File: src/rtl/expu_stream_ctrl_pkg.sv
// Shared types for the exponential-unit stream controller: element formats,
// FSM state encoding and element width lookup.
package expu_stream_ctrl_pkg;

  typedef enum logic [2:0] {
    FP32    = 3'd0,
    FP64    = 3'd1,
    FP16    = 3'd2,
    FP8     = 3'd3,
    FP16ALT = 3'd4
  } fp_format_e;

  typedef enum logic [1:0] {
    IDLE  = 2'd0,
    RUN   = 2'd1,
    FLUSH = 2'd2,
    DONE  = 2'd3
  } ctrl_state_e;

  function automatic int unsigned fp_width(input fp_format_e fmt);
    case (fmt)
      FP32:    return 32'd32;
      FP64:    return 32'd64;
      FP16:    return 32'd16;
      FP8:     return 32'd8;
      FP16ALT: return 32'd16;
      default: return 32'd16;
    endcase
  endfunction

endpackage

File: src/rtl/expu_stream_ctrl_tag_pipe.sv
// Tag shift register mirroring the expu pipeline; shifts only when the expu advances.
// The tag's valid flag is its MSB.
module expu_stream_ctrl_tag_pipe #(
  parameter int unsigned NUM_REGS = 0,
  parameter int unsigned TAG_W    = 3
) (
  input  logic             clk_i,
  input  logic             rst_ni,
  input  logic             clear_i,
  input  logic             en_i,
  input  logic [TAG_W-1:0] tag_i,
  output logic [TAG_W-1:0] tail_o,
  output logic             any_valid_o
);

  if (NUM_REGS == 0) begin : g_wire
    logic unused_s;
    assign unused_s    = ^{clk_i, rst_ni, clear_i, en_i};
    assign tail_o      = tag_i;
    assign any_valid_o = 1'b0;
  end else begin : g_regs
    logic [TAG_W-1:0] stage_q [NUM_REGS];

    always_ff @(posedge clk_i or negedge rst_ni) begin
      if (!rst_ni) begin
        for (int i = 0; i < NUM_REGS; i++) stage_q[i] <= '0;
      end else if (clear_i) begin
        for (int i = 0; i < NUM_REGS; i++) stage_q[i] <= '0;
      end else if (en_i) begin
        stage_q[0] <= tag_i;
        for (int i = 1; i < NUM_REGS; i++) stage_q[i] <= stage_q[i-1];
      end else begin
        for (int i = 0; i < NUM_REGS; i++) stage_q[i] <= stage_q[i];
      end
    end

    always_comb begin
      any_valid_o = 1'b0;
      for (int i = 0; i < NUM_REGS; i++) any_valid_o = any_valid_o | stage_q[i][TAG_W-1];
    end

    assign tail_o = stage_q[NUM_REGS-1];
  end

endmodule

File: src/rtl/expu_stream_ctrl.sv
// Sequences one exponential job through expu_top: packs the element stream into
// N_ROWS-wide beats, tracks them with a tag pipe and flushes the tail with zero-strobe beats.
module expu_stream_ctrl
  import expu_stream_ctrl_pkg::*;
#(
  parameter fp_format_e  FPFORMAT = FP16ALT,
  parameter int unsigned N_ROWS   = 1,
  parameter int unsigned NUM_REGS = 0,
  parameter int unsigned LEN_W    = 16,
  localparam int unsigned WIDTH   = fp_width(FPFORMAT)
) (
  input  logic                      clk_i,
  input  logic                      rst_ni,
  input  logic                      clear_i,
  input  logic                      start_i,
  input  logic [LEN_W-1:0]          len_i,
  output logic                      busy_o,
  output logic                      done_o,
  input  logic                      in_valid_i,
  input  logic [N_ROWS*WIDTH-1:0]   in_data_i,
  output logic                      in_ready_o,
  output logic                      expu_clear_o,
  output logic                      expu_en_o,
  output logic                      expu_valid_o,
  output logic                      expu_ready_o,
  output logic [N_ROWS-1:0]         expu_strb_o,
  output logic [N_ROWS*WIDTH-1:0]   expu_op_o,
  input  logic [N_ROWS*WIDTH-1:0]   expu_res_i,
  output logic                      out_valid_o,
  output logic [N_ROWS*WIDTH-1:0]   out_data_o,
  output logic [N_ROWS-1:0]         out_strb_o,
  output logic                      out_last_o,
  input  logic                      out_ready_i
);

  localparam int unsigned TAG_W = N_ROWS + 2;

  typedef struct packed {
    logic              valid;
    logic [N_ROWS-1:0] strb;
    logic              last;
  } expu_tag_t;

  ctrl_state_e       state_q, state_d;
  logic [LEN_W-1:0]  beats_q, beats_d;
  logic [N_ROWS-1:0] last_strb_q, last_strb_d;

  logic [LEN_W-1:0]  rem_s, start_beats_s;
  logic [N_ROWS-1:0] start_strb_s, strb_s;
  logic              last_beat_s, adv_s, any_valid_s;
  expu_tag_t         tag_in_s, tail_s;

  // Beat count and last-beat lane mask for a new job, from the requested length.
  always_comb begin
    rem_s         = len_i % LEN_W'(N_ROWS);
    start_beats_s = (len_i / LEN_W'(N_ROWS)) + LEN_W'(rem_s != '0);
    for (int i = 0; i < N_ROWS; i++) begin
      start_strb_s[i] = (rem_s == '0) || (LEN_W'(i) < rem_s);
    end
  end

  assign last_beat_s = (beats_q == LEN_W'(1));
  assign strb_s      = last_beat_s ? last_strb_q : {N_ROWS{1'b1}};

  // Expu drive and tag generation; flush beats carry an all-zero tag.
  always_comb begin
    expu_valid_o = 1'b0;
    expu_strb_o  = '0;
    tag_in_s     = '0;
    case (state_q)
      RUN: begin
        expu_valid_o   = in_valid_i;
        expu_strb_o    = strb_s;
        tag_in_s.valid = in_valid_i;
        tag_in_s.strb  = strb_s;
        tag_in_s.last  = last_beat_s;
      end
      FLUSH:   expu_valid_o = 1'b1;
      default: expu_valid_o = 1'b0;
    endcase
  end

  assign busy_o       = (state_q == RUN) || (state_q == FLUSH);
  assign done_o       = (state_q == DONE);
  assign expu_ready_o = busy_o & (out_ready_i | ~tail_s.valid);
  assign in_ready_o   = (state_q == RUN) & expu_ready_o;
  assign adv_s        = expu_valid_o & expu_ready_o;
  assign expu_clear_o = clear_i;
  assign expu_en_o    = busy_o;
  assign expu_op_o    = in_data_i;
  assign out_data_o   = expu_res_i;
  assign out_valid_o  = tail_s.valid;
  assign out_strb_o   = tail_s.strb;
  assign out_last_o   = tail_s.last;

  expu_stream_ctrl_tag_pipe #(
    .NUM_REGS (NUM_REGS),
    .TAG_W    (TAG_W)
  ) i_tag_pipe (
    .clk_i       (clk_i),
    .rst_ni      (rst_ni),
    .clear_i     (clear_i),
    .en_i        (adv_s),
    .tag_i       (tag_in_s),
    .tail_o      (tail_s),
    .any_valid_o (any_valid_s)
  );

  // Next-state logic; FLUSH ends on the cycle the last tag leaves the tail.
  always_comb begin
    state_d     = state_q;
    beats_d     = beats_q;
    last_strb_d = last_strb_q;
    case (state_q)
      IDLE: begin
        if (start_i && (len_i != '0)) begin
          state_d     = RUN;
          beats_d     = start_beats_s;
          last_strb_d = start_strb_s;
        end else if (start_i) begin
          state_d = DONE;
        end else begin
          state_d = IDLE;
        end
      end
      RUN: begin
        if (adv_s) begin
          beats_d = beats_q - LEN_W'(1);
          if (last_beat_s) begin
            state_d = (NUM_REGS == 0) ? DONE : FLUSH;
          end else begin
            state_d = RUN;
          end
        end else begin
          state_d = RUN;
        end
      end
      FLUSH: begin
        if (!any_valid_s || (adv_s && tail_s.valid && tail_s.last)) begin
          state_d = DONE;
        end else begin
          state_d = FLUSH;
        end
      end
      DONE:    state_d = IDLE;
      default: state_d = IDLE;
    endcase
  end

  // Controller state; clear drops any job in flight without a done pulse.
  always_ff @(posedge clk_i or negedge rst_ni) begin
    if (!rst_ni) begin
      state_q     <= IDLE;
      beats_q     <= '0;
      last_strb_q <= '0;
    end else if (clear_i) begin
      state_q     <= IDLE;
      beats_q     <= '0;
      last_strb_q <= '0;
    end else begin
      state_q     <= state_d;
      beats_q     <= beats_d;
      last_strb_q <= last_strb_d;
    end
  end

endmodule

File: config.mk
export PLATFORM = sky130hd
export DESIGN_NAME = expu_stream_ctrl
export DESIGN_NICKNAME = d
export VERILOG_FILES = /design/src/rtl/expu_stream_ctrl_pkg.sv /design/src/rtl/expu_stream_ctrl_tag_pipe.sv /design/src/rtl/expu_stream_ctrl.sv
export SDC_FILE = /design/constraint.sdc
export NUM_CORES = 1
export LEC_CHECK = 0
export CORE_MARGIN = 2
export CORE_UTILIZATION = 43
export CTS_BUF_LIST = sky130_fd_sc_hd__clkbuf_4 sky130_fd_sc_hd__clkbuf_8
export DETAILED_ROUTE_END_ITERATION = 10
export HOLD_SLACK_MARGIN = 0.15
export PLACE_DENSITY = 0.88
export SYNTH_ARGS = -nofsm -noshare
export SYNTH_HDL_FRONTEND = slang
export SYNTH_SLANG_ARGS = --single-unit
File: constraint.sdc
create_clock -name clk_i -period 5.72 [get_ports clk_i]
set_input_delay 1.144 -clock clk_i [delete_from_list [all_inputs] [get_ports clk_i]]
set_output_delay 1.144 -clock clk_i [all_outputs]
set_load 0.01 [all_outputs]
==> results by group, run 1 <==
Floorplan
  – Row Count: 23
  – Core area: ~3900 um2
  – Die span in x: 67.74 um
  – Die Span Y: between 60 and 70 um
  – Die ar.: roughly 4600 um2
  – Io pins: just under 100
  – Initial core utilization: between 40% and 50%

Logic synthesis
  – Syn avg cell area: between 8 and 9 um2
  – Ys Warns: 0
  – Asr flop ratio synth: 100.0%
  – Seq/Total Area, Yosys: 27.22%
  – Synth Net Count: about 280
  – Cell count after synthesis: ~220
  – Area of the mapped netlist: ~1700 um2
  – Synth unique cells: 50
  – EDFF count, synth: 0
  – Ys flop type: dfrtp_1
  – Seq cells post-synth: 19

Drt
  – Initial drt markers: 110
  – Post-Route WL: between 4 and 5 mm
  – Antenna Nets Post-Route: 0
  – DR vias: approximately 1600
  – Post-route DRC: 0
  – DR pass1 iterations: 4
  – Via density: 6.124
  – DR WL/cell: ~16 um

Clock tree
  – Clk sinks: 19
  – Total CTS buffers: 3
  – # hold bufs at CTS: 0
  – Worst skew pair latency: roughly 0.26 ns
  – Post-CTS setup repair buffer count: 0
  – Root Buffer: clkbuf_8
  – Max Buffers Root-to-Sink: 2
  – CTS tree: yes
  – H-tree levels: 1
  – CTS clk-pin slew, worst paths: 0.07 ns
  – Post-cts resize count: 0

Run status
  – Status: finished clean

Timing
  – Fin crit share: between 60% and 70%
  – Endpoints failing setup: 0
  – Worst Skew: approximately 0.0018 ns
  – Fmax achieved: around 250 MHz
  – Final setup TNS: 0 ns
  – RSZ-0062 raised after global routing: false
  – Max-slew headroom: between 20% and 30%
  – Fin. max-slew vios: 0
  – Final Hold Fails: 0
  – Hold Slack: just over 0.5 ns
  – Post-layout min period: 3.937 ns
  – Slew of the pin with the lowest slew margin: between 1 and 1.5 ns
  – Worst setup slack after layout: approximately 1.8 ns

Worst setup path
  – Kind of critical path: in2out
  – Worst EP arrival: approximately 2.8 ns
  – Slowest cell delay on critical path: around 0.97 ns
  – Req. time, crit path: 4.58 ns
  – Worst Setup End Kind: output pin
  – Crit path max-delay cell type: clkdlybuf4s50_1
  – Crit path max fanout: 21
  – Worst path bufs/invs: 2
  – Most common cell on crit path: clkdlybuf4s50_1
  – CP cell instances: clkdlybuf4s50_1, clkdlybuf4s50_1
  – Critical path's top delay family: buffers and inverters
  – Setup crit start kind: input pin

GRT
  – Number of global-route vias before repair: 1568
  – Largest net degree at the start of global routing: 22
  – Initial antenna violation count: 0
  – Global-route wire length before repair: roughly 7.1 mm
  – Grt ovf: 0
  – GRT Total Usage: 20.11%

Pwr
  – Clock power share: about a quarter
  – Combinational share of power: between 30% and 40%
  – PwrDens: 221.6 nW/um2
  – Switch share: roughly 35%
  – Power Internal: between 0.0002 and 0.0003 W
  – Power share of the sequential group: just under 40%
  – Peak supply drop: around 89 uV
  – Design Power: 0.0004154 W
  – Leakage: around 0.75 nW
  – P_sw: ~0.00015 W

Min path
  – Hold WC Path Type: reg2reg

Layout
  – Fin nets: 270
  – Final core utilization: a little under half
  – Antenna diodes: 0
  – Sequential cell area: ~480 um2
  – Area Growth Syn to Fin: 7.307%
  – Number of fill cells: between 300 and 400
  – Most frequent cells in the layout: 32 x clkdlybuf4s50_1, 21 x nand2_1, 19 x dfrtp_1
  – Area of the multi-input gates: roughly 930 um2
  – Commonest non-fill, non-tap cell in the layout: clkdlybuf4s50_1
  – Layout cells sized above 1: 6.220%

Job
  – Max Cap Viol: 0

Placement
  – IO Port Bufs: 32
  – GPL Wtd Cong: approximately 0.98
  – DP Wirelength: 3.035 mm
  – DP Worst Slack: about 1.8 ns
## Yosys cell counts (2+ instances only)
library cell	instances	area share [%]
a21o_1	2	0.86
a21oi_1	12	3.4
a22oi_1	3	1.3
a31oi_1	5	1.8
a32oi_1	2	1.0
and2_1	3	1.1
and3_1	3	1.1
buf_2	3	0.86
buf_4	36	15
clkbuf_1	5	1.1
dfrtp_1	19	27
ha_1	6	4.3
inv_1	10	2.1
mux2i_1	3	1.7
nand2_1	21	4.5
nand3_1	2	0.57
nand4_1	4	1.4
nor2_1	17	3.7
nor2b_1	2	0.72
nor3_1	9	2.6
nor3_4	2	1.9
nor4_1	6	2.1
o211ai_1	3	1.3
o21a_1	2	0.86
o21ai_0	7	2.0
o22ai_1	4	1.4
or3_4	2	1.3
or4_1	2	0.86
## through the flow
stage               instances  area, um2
floorplan                 217       1747
finish                    259       1874
global route              259       1874
global placement          255       1826
CTS                       259       1874
detailed placement        255       1826
## cells by family after synthesis
logic type               Yosys count  synth area share (%)
AO/OA/AOI/OAI                     53                 20.63
XOR/XNOR                           1                0.5015
adder cells (fa/ha/maj)            6                 4.298
buffers and inverters             54                 19.56
flip-flops                        19                 27.22
multiplexers                       4                 2.364
AND/OR/NAND/NOR                   80                 25.43
## state kept, by name, summed over array words and instances, names as in the netlist
register,cells
beats_q,16
state_q,2
last_strb_q,1
## final timing paths
check,slack [ns],endpoint,start,cells after the start
max,1.78,expu_clear_o,clear_i,2
min,0.51,last_strb_q$_DFFE_PN0P_,last_strb_q$_DFFE_PN0P_,2
max reg2reg,2.76,beats_q[15]$_DFFE_PN0P_,state_q[1]$_DFF_PN0_,7
min reg2reg,0.51,last_strb_q$_DFFE_PN0P_,last_strb_q$_DFFE_PN0P_,2
max in group asynchronous,3.82,beats_q[2]$_DFFE_PN0P_,rst_ni,1
min in group asynchronous,1.37,beats_q[10]$_DFFE_PN0P_,rst_ni,1
## routing by layer
layer / global-route usage, % / vias up / routed length [um]
met1: 26.26 / 749 / 1745
met5: 0 / - / 0
li1: - / 730 / -
met3: 4.000 / 20 / 369
met4: 8.929 / 0 / 85
met2: 31.99 / 87 / 1945
## power by group through the flow
stage	Combinational, W	Clock [W]	Sequential, W
3_3_place_gp	0.000149	0	0.000161
5_1_grt	0.000168	0.000106	0.000162
4_1_cts	0.000152	0.0000990	0.000159
2_1_floorplan	0.000131	0	0.000158
6_report	0.000155	0.000100	0.000160
3_5_place_dp	0.000152	0	0.000162
## layout make-up
type | count | area share (%)
timing repair buffer | 32 | 17.09
sequential | 19 | 25.37
multi-input combinational | 144 | 49.60
clock buffer | 4 | 2.603
inverter | 10 | 2.003
tap | 50 | 3.338
No activity file was read; power rests on OpenSTA's default activity.
==> inputs of run 2 (changes only) <==
Settings changed: CORE_UTILIZATION 43 to 36, PLACE_DENSITY 0.88 to 0.79.
Clock period 5.72 ns to 3.4 ns, I/O delays scaled along.
==> run 2 against run 1 <==
- worst hold slack got worse by 0.013 ns
- largest cell class unchanged
- largest power group is now combinational cells
- clock skew increased by 0.0072 ns
- sequential power increased by 68%
- sequential share of layout area decreased by 0.66 points
- critical path depth increased by 6
- core utilization decreased by 6.5 points
==> results by group, run 2 (same netlist as run 1, synthesis figures left out) <==
GRT
  – Number of global-route vias before repair: approximately 1500
  – Largest net degree at the start of global routing: 21
  – Initial antenna violation count: 0
  – GRT Total Usage: 16.69%
  – Global-route wire length before repair: 7.058 mm
  – Most used routing layer: met2
  – Grt ovf: 0
  – Met1 Use GR: about a fifth
  – Met3 Use GR: 3.155%
  – Grt met2 use: between 20% and 30%

Placement
  – Post-DP Area: ~1900 um2
  – Post-Place Cells: roughly 270
  – DP Wirelength: 3.175 mm
  – IO Port Bufs: 32
  – GPL Wtd Cong: 0.8692

Floorplan
  – Io pins: 97
  – Row Count: 25
  – Initial core utilization: between 30 and 40%
  – Die Span Y: 73.66 um
  – Die ar.: 5425 um2
  – Core area: roughly 4700 um2
  – Die span in x: ~74 um

Clock tree
  – Worst skew pair latency: between 0.2 and 0.3 ns
  – Total CTS buffers: 3
  – Post-cts resize count: 0
  – Root Buffer: clkbuf_8
  – H-tree levels: 1
  – CTS clk-pin slew, worst paths: about 0.08 ns
  – # hold bufs at CTS: 0
  – CTS tree: yes
  – Clk sinks: 19
  – Max Buffers Root-to-Sink: 2
  – Post-CTS setup repair buffer count: 0

Timing
  – Fin. max-slew vios: 0
  – Endpoints failing setup: 0
  – Max-slew headroom: between 40% and 50%
  – Final Hold Fails: 0
  – Final setup TNS: 0 ns
  – Fin crit share: around nine tenths
  – RSZ-0062 raised after global routing: false
  – Fmax achieved: 331.5 MHz
  – Worst Skew: around 0.009 ns
  – Post-layout min period: just over 3 ns
  – Hold Slack: approximately 0.5 ns
  – Slew of the pin with the lowest slew margin: a little under 0.9 ns

Layout
  – Final core utilization: about two fifths
  – Layout cells sized above 1: just under 9%
  – Max reg flops: 16
  – Most frequent cells in the layout: 32 x clkdlybuf4s50_1, 21 x nand2_1, 19 x dfrtp_1
  – Biggest regs: beats_q: 16 flops, state_q: 2 flops, last_strb_q: 1 flops
  – Antenna diodes: 0
  – Number of fill cells: approximately 460
  – Fin nets: 276
  – Commonest non-fill, non-tap cell in the layout: clkdlybuf4s50_1
  – Top reg by flops: beats_q
  – Area Growth Syn to Fin: 10.17%
  – Final instance area: slightly below 2000 um2
  – Final Non-Filler Cells: around 270

Worst setup path
  – Setup crit start kind: register
  – Crit path max fanout: 5
  – Req. time, crit path: between 2 and 3 ns
  – Worst EP arrival: between 2 and 2.5 ns
  – Kind of critical path: reg2out
  – Worst Setup End Kind: output pin

Drt
  – Post-route DRC: 0
  – Post-Route WL: 4.259 mm
  – Antenna Nets Post-Route: 0
  – Initial drt markers: 154
  – DR vias: about 1600
  – DR WL/cell: between 15 and 20 um
  – Via density: a little under 6
  – DR pass1 iterations: 4

Pwr
  – Clock power share: between 20% and 30%
  – Power Internal: about 0.00046 W
  – Power share of the sequential group: approximately 38%
  – Switch share: between 30 and 40%
  – PwrDens: around 370 nW/um2
  – Peak supply drop: between 100 and 150 uV
  – Leakage: about 0.78 nW
  – Combinational share of power: a little under two fifths
  – P_sw: roughly 0.00026 W

Min path
  – Hold WC Path Type: reg2reg

Run status
  – Status: finished clean

Job
  – Max Cap Viol: 0
==> run 2: cell count changes in the layout (fill, tap and decap cells not counted), sizes merged <==
cell and delta:
buf +6
==> run 2: layout make-up <==
| class | count | area [um2] | share of cell area, % |
|---|---|---|---|
| multi-input cells | 144 | 929.6 | 48.31 |
| flip-flops and latches | 19 | 475.5 | 24.71 |
| repair buffers | 38 | 365.4 | 18.99 |
| well taps | 54 | 67.56 | 3.511 |
| clock buffers | 4 | 48.80 | 2.536 |
| inverters | 10 | 37.54 | 1.951 |
==> run 2: worst max-delay path: stages (launching register included) <==
cell and delay [ns]:
dfrtp_1 0.43, inv_1 0.10, ha_1 0.13, or4b_1 0.42, nor3_1 0.27, nand2_1 0.10, nor2_1 0.09, nor2_1 0.06
clkdlybuf4s50_1 0.47
==> run 2: path summary, 6_finish.rpt <==
kind	startpoint	to	slack, ns	depth (start not counted)
worst max register to register	state_q[1]$_DFF_PN0_	beats_q[15]$_DFFE_PN0P_	0.94	8
max in group asynchronous	rst_ni	beats_q[11]$_DFFE_PN0P_	1.96	1
worst min-delay path	last_strb_q$_DFFE_PN0P_	last_strb_q$_DFFE_PN0P_	0.50	2
worst min register to register	last_strb_q$_DFFE_PN0P_	last_strb_q$_DFFE_PN0P_	0.50	2
min in group asynchronous	rst_ni	beats_q[1]$_DFFE_PN0P_	0.90	1
worst max-delay path	beats_q[1]$_DFFE_PN0P_	expu_strb_o	0.38	8
==> run 2: power by group through the flow <==
stage | clock, W | combinational [W] | sequential, W
finish | 0.000175 | 0.000270 | 0.000268
global route | 0.000183 | 0.000297 | 0.000272
CTS | 0.000175 | 0.000268 | 0.000268
detailed placement | 0 | 0.000266 | 0.000272
global placement | 0 | 0.000263 | 0.000271
floorplan | 0 | 0.000220 | 0.000266
==> run 2: metal layers <==
layer	wire length (um)	vias up
li1	-	745
met1	1751	757
met2	2127	73
met3	303	13
met4	76	0
met5	0	-
==> run 2: per-stage QoR <==
step           power [W]  setup WS (ns)
2_1_floorplan  0.0004867          1.070
3_3_place_gp   0.0005339         0.5604
3_5_place_dp   0.0005380         0.4791
4_1_cts        0.0007111         0.3688
5_1_grt        0.0007518         0.2003
6_report       0.0007134         0.3832
==> inputs of run 3 (changes only) <==
Settings changed: CORE_UTILIZATION 36 to 35, CTS_BUF_LIST sky130_fd_sc_hd__clkbuf_4 sky130_fd_sc_hd__clkbuf_8 to unset, PLACE_DENSITY 0.79 to 0.77.
==> run 3 against run 2 <==
- critical path depth decreased by 1
- sequential power about the same
- cell area increased by 0.26%
- flip-flop and latch count unchanged
- worst hold slack improved by 0.012 ns
- critical endpoint is now out_last_o
==> results by group, run 3 (same netlist as run 1, synthesis figures left out) <==
GRT
  – Global-route wire length before repair: roughly 7 mm
  – Largest net degree at the start of global routing: 21
  – Number of global-route vias before repair: between 1000 and 1500
  – Initial antenna violation count: 0
  – Grt ovf: 0
  – GRT Total Usage: 16.08%

Timing
  – Slew of the pin with the lowest slew margin: 0.9124 ns
  – Worst setup slack after layout: ~0.32 ns
  – Fin. max-slew vios: 0
  – RSZ-0062 raised after global routing: false
  – Endpoints failing setup: 0
  – Post-layout min period: about 3 ns
  – Fmax achieved: ~330 MHz
  – Final setup TNS: 0 ns
  – Max-slew headroom: 38.98%
  – Fin crit share: roughly nine tenths
  – Worst Skew: 0.002720 ns
  – Final Hold Fails: 0

Clock tree
  – Total CTS buffers: 3
  – Post-cts resize count: 0
  – Max Buffers Root-to-Sink: 2
  – Clk sinks: 19
  – Root Buffer: clkbuf_8
  – H-tree levels: 1
  – # hold bufs at CTS: 0
  – Post-CTS setup repair buffer count: 0
  – CTS tree: yes
  – Worst skew pair latency: roughly 0.26 ns
  – CTS clk-pin slew, worst paths: 0.08 ns

Floorplan
  – Die span in x: between 70 and 80 um
  – Core area: approximately 4800 um2
  – Die ar.: roughly 5600 um2
  – Row Count: 25
  – Initial core utilization: about 37%
  – Die Span Y: 74.65 um
  – Io pins: between 90 and 100

Worst setup path
  – Worst Setup End Kind: output pin
  – R2R cell count: 8
  – Worst R2R Start: state_q[1]$_DFF_PN0_
  – Worst EP arrival: between 2 and 2.5 ns
  – Req. time, crit path: 2.72 ns
  – CP startpoint: beats_q[1]$_DFFE_PN0P_
  – Critical path's top delay family: simple AND/OR/NAND/NOR gates
  – Setup crit start kind: register
  – Slowest cell delay on critical path: 0.54 ns
  – Crit. path cell count: 7
  – CP cell instances: inv_1, ha_1, or4b_1, nor3_1, nand2_1, nor2_1, clkdlybuf4s50_1
  – Worst setup path end: out_last_o
  – Kind of critical path: reg2out
  – Crit path max-delay cell type: clkdlybuf4s50_1
  – R2R setup slack: a little over 0.9 ns
  – Worst path bufs/invs: 2
  – Crit path max fanout: 5
  – RR Endpoint: beats_q[12]$_DFFE_PN0P_

Placement
  – DP Worst Slack: between 0.4 and 0.5 ns
  – DP Wirelength: between 3 and 4 mm
  – IO Port Bufs: 32
  – GPL Wtd Cong: ~0.84
  – Post-Place Cells: between 200 and 300

Layout
  – Most frequent cells in the layout: 32 x clkdlybuf4s50_1, 21 x nand2_1, 19 x dfrtp_1
  – Fin nets: approximately 280
  – Biggest regs: beats_q: 16 flops, state_q: 2 flops, last_strb_q: 1 flops
  – Final Non-Filler Cells: 281
  – Top reg by flops: beats_q
  – Final core utilization: 40.58%
  – Commonest non-fill, non-tap cell in the layout: clkdlybuf4s50_1
  – Antenna diodes: 0
  – Layout cells sized above 1: ~8%
  – Area Growth Syn to Fin: 10.46%
  – Max reg flops: 16

Drt
  – DR WL/cell: roughly 16 um
  – Via density: around 5.8
  – DR vias: approximately 1600
  – Initial drt markers: around 210
  – Antenna Nets Post-Route: 0
  – DR pass1 iterations: 5
  – Post-Route WL: roughly 4.5 mm
  – Post-route DRC: 0

Pwr
  – Design Power: 0.0007050 W
  – Leakage: between 0.7 and 0.8 nW
  – PwrDens: about 370 nW/um2
  – Peak supply drop: 153.5 uV

Job
  – Max Cap Viol: 0

Min path
  – Hold WC Path Type: reg2reg

Run status
  – Status: finished clean
-- run 3: how the worst min path moves through the flow --
stage                       startpoint                 endpoint  depth (start not counted)
3_5_place_dp    beats_q[6]$_DFFE_PN0P_   beats_q[6]$_DFFE_PN0P_                          1
2_1_floorplan                   rst_ni   beats_q[0]$_DFFE_PN0P_                          0
4_1_cts         beats_q[6]$_DFFE_PN0P_   beats_q[6]$_DFFE_PN0P_                          1
5_1_grt        last_strb_q$_DFFE_PN0P_  last_strb_q$_DFFE_PN0P_                          2
3_3_place_gp    beats_q[6]$_DFFE_PN0P_   beats_q[6]$_DFFE_PN0P_                          1
6_report        beats_q[6]$_DFFE_PN0P_   beats_q[6]$_DFFE_PN0P_                          1
-- run 3: worst register-to-register path, cell delays in order, from the launching register on --
cell and delay (ns):
dfrtp_1 0.40, inv_1 0.08, ha_1 0.47, mux2i_1 0.17
a211oi_2 0.32, a21boi_2 0.38, buf_4 0.27, mux2i_1 0.20
a31oi_1 0.09
-- run 3: stage by stage --
stage / cell area [um2] / hold slack [ns]
after floorplan: 1747 / 0.3844
after global placement: 1884 / 0.4871
after detailed placement: 1884 / 0.4960
after CTS: 1929 / 0.5130
after global routing: 1929 / 0.5386
final: 1929 / 0.5125
-- run 3: final cells by class --
type	instances	area (um2)
fillers	483	2825
multi-input cells	144	929.6
flip-flops and latches	19	475.5
repair buffers	37	357.8
well taps	67	83.83
clock buffers	4	45.04
inverters	10	37.54
-- run 3: metal layers --
layer  global-route usage, %  part of all wire [%]
met1                   20.50                    40
met2                   26.55                    47
met3                   3.079                    10
met4                   7.143                   2.9
met5                       0                     0
-- run 3: report_power, final --
part	switching (W)	internal, W	total (W)	leakage (nW)
Sequential	0.0000251	0.000244	0.000269	0.256
Combinational	0.000150	0.000120	0.000271	0.493
Clock	0.0000814	0.0000836	0.000165	0.0228
